File: src/rtl/rggen_apb_if.sv
// rtl/rggen_apb_if.sv - APB3/APB4 bus bundle with master and slave views.
interface rggen_apb_if #(
   parameter int ADDRESS_WIDTH = 16,
   parameter int DATA_WIDTH    = 32
);
   logic                      psel;
   logic                      penable;
   logic [ADDRESS_WIDTH-1:0]  paddr;
   logic                      pwrite;
   logic [DATA_WIDTH-1:0]     pwdata;
   logic [DATA_WIDTH/8-1:0]   pstrb;
   logic                      pready;
   logic [DATA_WIDTH-1:0]     prdata;
   logic                      pslverr;

   modport master (
      output psel, penable, paddr, pwrite, pwdata, pstrb,
      input  pready, prdata, pslverr
   );

   modport slave (
      input  psel, penable, paddr, pwrite, pwdata, pstrb,
      output pready, prdata, pslverr
   );
endinterface

File: src/rtl/rggen_apb_master_bridge.sv
// rtl/rggen_apb_master_bridge.sv - valid/ready command stream to APB initiator.
// One transfer in flight; optional ACCESS-phase timeout aborts a stuck slave.
module rggen_apb_master_bridge #(
   parameter int ADDRESS_WIDTH  = 16,
   parameter int DATA_WIDTH     = 32,
   parameter int TIMEOUT_CYCLES = 0
)(
   input  logic                      clk,
   input  logic                      rst,
   input  logic                      cmd_valid,
   output logic                      cmd_ready,
   input  logic [ADDRESS_WIDTH-1:0]  cmd_address,
   input  logic                      cmd_write,
   input  logic [DATA_WIDTH-1:0]     cmd_write_data,
   input  logic [DATA_WIDTH/8-1:0]   cmd_strobe,
   output logic                      rsp_valid,
   input  logic                      rsp_ready,
   output logic [DATA_WIDTH-1:0]     rsp_read_data,
   output logic                      rsp_error,
   output logic                      rsp_timeout,
   rggen_apb_if.master               apb_if
);
   localparam int STRB_WIDTH  = DATA_WIDTH / 8;
   localparam int COUNT_WIDTH = (TIMEOUT_CYCLES == 0) ? 1 : $clog2(TIMEOUT_CYCLES + 1);
   localparam int LAST_VALUE  = (TIMEOUT_CYCLES == 0) ? 0 : TIMEOUT_CYCLES - 1;
   localparam logic [COUNT_WIDTH-1:0] COUNT_LAST = LAST_VALUE[COUNT_WIDTH-1:0];
   localparam logic [COUNT_WIDTH-1:0] COUNT_MAX  = {COUNT_WIDTH{1'b1}};

   typedef enum logic [1:0] {
      IDLE     = 2'd0,
      SETUP    = 2'd1,
      ACCESS   = 2'd2,
      RESPONSE = 2'd3
   } state_e;

   state_e                    state_q, state_d;
   logic                      psel_q, psel_d;
   logic                      penable_q, penable_d;
   logic [ADDRESS_WIDTH-1:0]  paddr_q, paddr_d;
   logic                      pwrite_q, pwrite_d;
   logic [DATA_WIDTH-1:0]     pwdata_q, pwdata_d;
   logic [STRB_WIDTH-1:0]     pstrb_q, pstrb_d;
   logic                      rsp_valid_q, rsp_valid_d;
   logic [DATA_WIDTH-1:0]     rsp_read_data_q, rsp_read_data_d;
   logic                      rsp_error_q, rsp_error_d;
   logic                      rsp_timeout_q, rsp_timeout_d;
   logic [COUNT_WIDTH-1:0]    count_q, count_d;
   logic                      timeout_hit;

   // Counter holds (ACCESS cycle number - 1), so the last allowed cycle is COUNT_LAST.
   assign timeout_hit = (TIMEOUT_CYCLES != 0) && (count_q == COUNT_LAST);
   assign cmd_ready   = (state_q == IDLE);

   always_ff @(posedge clk or posedge rst) begin
      if (rst) begin
         state_q <= IDLE;
      end else begin
         state_q <= state_d;
      end
   end

   always_comb begin
      state_d = state_q;
      case (state_q)
         IDLE:     if (cmd_valid) state_d = SETUP;
         SETUP:    state_d = ACCESS;
         ACCESS:   if (apb_if.pready || timeout_hit) state_d = RESPONSE;
         RESPONSE: if (rsp_ready) state_d = IDLE;
         default:  state_d = IDLE;
      endcase
   end

   always_comb begin
      psel_d          = psel_q;
      penable_d       = penable_q;
      paddr_d         = paddr_q;
      pwrite_d        = pwrite_q;
      pwdata_d        = pwdata_q;
      pstrb_d         = pstrb_q;
      rsp_valid_d     = rsp_valid_q;
      rsp_read_data_d = rsp_read_data_q;
      rsp_error_d     = rsp_error_q;
      rsp_timeout_d   = rsp_timeout_q;
      count_d         = count_q;
      case (state_q)
         IDLE: begin
            if (cmd_valid) begin
               paddr_d   = cmd_address;
               pwrite_d  = cmd_write;
               pwdata_d  = cmd_write ? cmd_write_data : '0;
               pstrb_d   = cmd_write ? cmd_strobe : '0;
               psel_d    = 1'b1;
               penable_d = 1'b0;
            end
         end
         SETUP: begin
            penable_d = 1'b1;
            count_d   = '0;
         end
         ACCESS: begin
            // pready takes priority over a timeout firing in the same cycle
            if (apb_if.pready) begin
               rsp_read_data_d = pwrite_q ? '0 : apb_if.prdata;
               rsp_error_d     = apb_if.pslverr;
               rsp_timeout_d   = 1'b0;
               psel_d          = 1'b0;
               penable_d       = 1'b0;
               rsp_valid_d     = 1'b1;
            end else if (timeout_hit) begin
               rsp_read_data_d = '0;
               rsp_error_d     = 1'b1;
               rsp_timeout_d   = 1'b1;
               psel_d          = 1'b0;
               penable_d       = 1'b0;
               rsp_valid_d     = 1'b1;
            end else if (count_q != COUNT_MAX) begin
               count_d = count_q + COUNT_WIDTH'(1);
            end
         end
         RESPONSE: begin
            if (rsp_ready) rsp_valid_d = 1'b0;
         end
         default: begin
         end
      endcase
   end

   always_ff @(posedge clk or posedge rst) begin
      if (rst) begin
         psel_q          <= 1'b0;
         penable_q       <= 1'b0;
         paddr_q         <= '0;
         pwrite_q        <= 1'b0;
         pwdata_q        <= '0;
         pstrb_q         <= '0;
         rsp_valid_q     <= 1'b0;
         rsp_read_data_q <= '0;
         rsp_error_q     <= 1'b0;
         rsp_timeout_q   <= 1'b0;
         count_q         <= '0;
      end else begin
         psel_q          <= psel_d;
         penable_q       <= penable_d;
         paddr_q         <= paddr_d;
         pwrite_q        <= pwrite_d;
         pwdata_q        <= pwdata_d;
         pstrb_q         <= pstrb_d;
         rsp_valid_q     <= rsp_valid_d;
         rsp_read_data_q <= rsp_read_data_d;
         rsp_error_q     <= rsp_error_d;
         rsp_timeout_q   <= rsp_timeout_d;
         count_q         <= count_d;
      end
   end

   assign apb_if.psel    = psel_q;
   assign apb_if.penable = penable_q;
   assign apb_if.paddr   = paddr_q;
   assign apb_if.pwrite  = pwrite_q;
   assign apb_if.pwdata  = pwdata_q;
   assign apb_if.pstrb   = pstrb_q;
   assign rsp_valid      = rsp_valid_q;
   assign rsp_read_data  = rsp_read_data_q;
   assign rsp_error      = rsp_error_q;
   assign rsp_timeout    = rsp_timeout_q;
endmodule

File: src/flat_wrapper.sv
// flat-port wrapper written by rule: the top's interface ports become plain ports
module rggen_apb_master_bridge_flat 
#(
   parameter int ADDRESS_WIDTH  = 16,
   parameter int DATA_WIDTH     = 32,
   parameter int TIMEOUT_CYCLES = 0
)
  (clk, rst, cmd_valid, cmd_ready, cmd_address, cmd_write, cmd_write_data, cmd_strobe, rsp_valid, rsp_ready, rsp_read_data, rsp_error, rsp_timeout, apb_if_psel, apb_if_penable, apb_if_paddr, apb_if_pwrite, apb_if_pwdata, apb_if_pstrb, apb_if_pready, apb_if_prdata, apb_if_pslverr);
  rggen_apb_if #(.ADDRESS_WIDTH(ADDRESS_WIDTH), .DATA_WIDTH(DATA_WIDTH)) apb_if_i ();
  input  logic clk;
  input  logic rst;
  input  logic cmd_valid;
  output logic cmd_ready;
  input  logic [ADDRESS_WIDTH-1:0] cmd_address;
  input  logic cmd_write;
  input  logic [DATA_WIDTH-1:0] cmd_write_data;
  input  logic [DATA_WIDTH/8-1:0] cmd_strobe;
  output logic rsp_valid;
  input  logic rsp_ready;
  output logic [DATA_WIDTH-1:0] rsp_read_data;
  output logic rsp_error;
  output logic rsp_timeout;
  output wire logic [$bits(apb_if_i.psel)-1:0] apb_if_psel;
  output wire logic [$bits(apb_if_i.penable)-1:0] apb_if_penable;
  output wire logic [$bits(apb_if_i.paddr)-1:0] apb_if_paddr;
  output wire logic [$bits(apb_if_i.pwrite)-1:0] apb_if_pwrite;
  output wire logic [$bits(apb_if_i.pwdata)-1:0] apb_if_pwdata;
  output wire logic [$bits(apb_if_i.pstrb)-1:0] apb_if_pstrb;
  input wire logic [$bits(apb_if_i.pready)-1:0] apb_if_pready;
  input wire logic [$bits(apb_if_i.prdata)-1:0] apb_if_prdata;
  input wire logic [$bits(apb_if_i.pslverr)-1:0] apb_if_pslverr;
  assign apb_if_psel = apb_if_i.psel;
  assign apb_if_penable = apb_if_i.penable;
  assign apb_if_paddr = apb_if_i.paddr;
  assign apb_if_pwrite = apb_if_i.pwrite;
  assign apb_if_pwdata = apb_if_i.pwdata;
  assign apb_if_pstrb = apb_if_i.pstrb;
  assign apb_if_i.pready = apb_if_pready;
  assign apb_if_i.prdata = apb_if_prdata;
  assign apb_if_i.pslverr = apb_if_pslverr;
  rggen_apb_master_bridge #(.ADDRESS_WIDTH(ADDRESS_WIDTH), .DATA_WIDTH(DATA_WIDTH), .TIMEOUT_CYCLES(TIMEOUT_CYCLES)) u_core (.clk(clk), .rst(rst), .cmd_valid(cmd_valid), .cmd_ready(cmd_ready), .cmd_address(cmd_address), .cmd_write(cmd_write), .cmd_write_data(cmd_write_data), .cmd_strobe(cmd_strobe), .rsp_valid(rsp_valid), .rsp_ready(rsp_ready), .rsp_read_data(rsp_read_data), .rsp_error(rsp_error), .rsp_timeout(rsp_timeout), .apb_if(apb_if_i));
endmodule
File: config.mk
export PLATFORM = sky130hd
export DESIGN_NAME = rggen_apb_master_bridge_flat
export DESIGN_NICKNAME = d
export VERILOG_FILES = /design/src/rtl/rggen_apb_if.sv /design/src/rtl/rggen_apb_master_bridge.sv /design/src/flat_wrapper.sv
export SDC_FILE = /design/constraint.sdc
export NUM_CORES = 1
export LEC_CHECK = 0
export CORE_ASPECT_RATIO = 0.9
export CORE_MARGIN = 1
export CORE_UTILIZATION = 40
export DETAILED_ROUTE_END_ITERATION = 7
export HOLD_SLACK_MARGIN = 0.1
export PLACE_DENSITY = 0.79
export SYNTH_ARGS = -nofsm -noshare
export SYNTH_HDL_FRONTEND = slang
export SYNTH_SLANG_ARGS = --single-unit
File: constraint.sdc
create_clock -name clk -period 8.3 [get_ports clk]
set_input_delay 2.075 -clock clk [delete_from_list [all_inputs] [get_ports clk]]
set_output_delay 2.075 -clock clk [all_outputs]
set_load 0.01 [all_outputs]
==> results by group <==
Routing
  – WL final: 9370 um
  – DR vias/cell: 4.73
  – Post-DRT Antenna Nets: 0
  – 1st-iter DRT viols: 86
  – Detailed-route wire length per cell: 14.3 um
  – DRC Markers: 0
  – 1st-pass router iterations: 4
  – Vias: a little over 3000

Critical path
  – CP Launch Type: flop
  – Dominant delay contributor by cell family on the critical path: flip-flops
  – Crit path kind: reg -> out
  – Stages on worst setup path: 1
  – WP buf/inv: 1
  – Critical Path Sink Type: output port
  – Worst EP arrival: roughly 1.9 ns
  – Slowest stage delay, CP: 0.87 ns
  – CP required: 6.23 ns
  – Worst-path cell chain: clkdlybuf4s50_1
  – FF-to-FF path depth: 4
  – CP max FO: 34
  – CP max stage cell: dfrtp_1

Pwr
  – P_sw: between 0.0006 and 0.0007 W
  – PwrDens: 346 mW/mm^2
  – P_leak: 2.48 nW
  – Gate power share: 0.465
  – Sw Ratio: 0.336
  – Power share of the sequential group: 0.390
  – Maximum vdd ir drop: 0.219 mV
  – Power Internal: 0.00132 W
  – Clock share of power: 0.144

Synthesis
  – Yosys warning count: 0
  – Syn Inst Count: 364
  – Netlist Area Pre-Place: 0.00372 mm^2
  – FF+latch count, synth: 91
  – Distinct cell type count after synthesis: 21
  – Register area share after synthesis: 0.613
  – Syn Area/Cell: ~10 um^2
  – Synth Net Count: 460

GRT
  – Gr usage total: 0.199
  – Largest net degree at the start of global routing: 90
  – First-pass GRT wire length: 15200 um
  – Remaining Overflow, GRT: 0
  – Number of antenna violations at the first check in global routing: 0
  – Number of global-route vias before repair: ~3000

Cells and area
  – Most common cell after layout, fill and taps aside: clkdlybuf4s50_1
  – Nets: 629
  – Multi-input logic area: 0.00132 mm^2
  – Storage element area: 0.00228 mm^2
  – Share of cells above drive strength 1: 0.0373
  – Non-filler cells, final: 655
  – Fillers: 728
  – Final Instance Area: 0.00576 mm^2
  – Antenna diode count: 0
  – Synthesis-to-layout area growth: 54.9%
  – Most frequent cells in the layout: 180 x clkdlybuf4s50_1, 104 x nand2_1, 91 x dfrtp_1

Floorplan
  – Die area: 0.00968 mm^2
  – Initial Util: 0.422
  – Die width: 104 um
  – Core Area: 0.00881 mm^2
  – Die H: just over 90 um
  – # IOs: 182
  – Core Rows: 32

Clocking
  – Htree depth: 3
  – CTS Buf Count: 9
  – TritonCTS clock tree: built
  – Root buf cell: clkbuf_8
  – Clk pin slew, worst setup/hold paths: 0.08 ns
  – Post-CTS resize count: 0
  – Clk_lat worst skew: 0.34 ns
  – Post-CTS setup buffer count: 0
  – Post-CTS Hold Fix Bufs: 0
  – Clock Path Buffers: 2
  – Clock Sinks: 91

Outcome
  – Status: completed

STA
  – Setup TNS: 0 ns
  – Min Tclk post-route: 3.97 ns
  – PnR worst setup slack: approximately 4.3 ns
  – Rel. slew slack: 0.130
  – Clk_skew: approximately 0.013 ns
  – Hold slack: 0.488 ns
  – Tcrit/Tclk final: 0.478
  – RSZ-0062 raised after global routing: false
  – Max Fclk: 252 MHz
  – Setup-failing EPs final: 0
  – Slew @ Worst Pin: between 1 and 1.5 ns
  – Slew Viols, Final: 0
  – Hold Vio Cnt, Final: 0

Placement
  – HPWL after detailed placement: 6700 um
  – Dpl ws: 4.36 ns
  – Dpl cells: between 600 and 700
  – Placed instance area: 0.00558 mm^2
  – Number of port buffers: 180
  – GPL Wtd Cong: around 0.79

Worst hold path
  – Hold Crit Class: reg -> reg
  – Cells on Worst Hold Path: 2

Job
  – Max_cap viols: 0
==> cell type report <==
cell class,count,share of cell area
Tap cell,119,0.0259
Inverter,5,0.00348
Clock inverter,3,0.00695
Timing Repair Buffer,182,0.315
Clock buffer,11,0.0245
Multi-Input combinational cell,244,0.228
Sequential cell,91,0.395
==> flip-flops by register name, summed over array words and instances (netlist names) <==
register / count
u_core.rsp_valid: 1
u_core.apb_if.psel: 1
u_core.rsp_read_data: 32
u_core.apb_if.penable: 1
u_core.apb_if.paddr: 16
u_core.rsp_error: 1
u_core.apb_if.pwdata: 32
u_core.apb_if.pwrite: 1
u_core.apb_if.pstrb: 4
u_core.state_q: 2
==> cell families (layout without fill, tap and decap cells) <==
logic type,count (synthesis),in the layout,share of synthesized area
AO/OA/AOI/OAI,75,75,0.103
adder cells (fa/ha/maj),5,5,0.0168
buffers and inverters,29,201,0.0343
flip-flops,91,91,0.613
multiplexers,20,20,0.0606
other,1,1,0.00101
AND/OR/NAND/NOR,143,143,0.171
==> per-stage QoR <==
step	util	total power [W]
2_1_floorplan	-	0.00118
6_report	0.654	0.00199
3_5_place_dp	0.633	0.00173
3_3_place_gp	0.633	0.00169
5_1_grt	0.654	0.00213
4_1_cts	0.654	0.00202
==> cell usage after synthesis (all sizes together) <==
library cell,count,share of area
nand2b,32,0.054
mux2,20,0.061
ha,5,0.017
nand2,106,0.11
clkbuf,10,0.010
inv,5,0.0050
dfrtp,91,0.61
o32a,1,0.0027
buf,14,0.019
nor3,2,0.0040
nor2b,3,0.0057
o2bb2ai,1,0.0024
o21ai,71,0.096
a21oi,2,0.0027
conb,1,0.0010
==> final timing paths <==
kind,start,slack (ns),endpoint
min in group asynchronous,rst,2.16,u_core.rsp_read_data[0]
max,u_core.apb_if.pwrite,4.33,apb_if_pwrite
max in group asynchronous,rst,5.02,u_core.apb_if.pwdata[25]
min,u_core.apb_if.pwdata[12],0.49,u_core.apb_if.pwdata[12]
max reg2reg,u_core.state_q[0],6.18,u_core.rsp_error
min reg2reg,u_core.apb_if.pwdata[12],0.49,u_core.apb_if.pwdata[12]
==> metal layers <==
layer	vias to the layer above	global-route usage	routed length (um)
met3	20	0.0557	668
met1	1449	0.234	3910
met2	112	0.347	4570
met5	-	0	0
met4	0	0.0773	227
li1	1516	-	-
==> power groups by stage <==
stage               sequential [W]  combinational (W)  clock [W]
floorplan                 0.000861           0.000322          0
global placement          0.000776           0.000911          0
detailed placement        0.000789           0.000936          0
CTS                       0.000782           0.000940   0.000297
global route              0.000810            0.00101   0.000313
finish                    0.000779           0.000928   0.000288
Note: power is estimated with default switching activity, not from simulation.
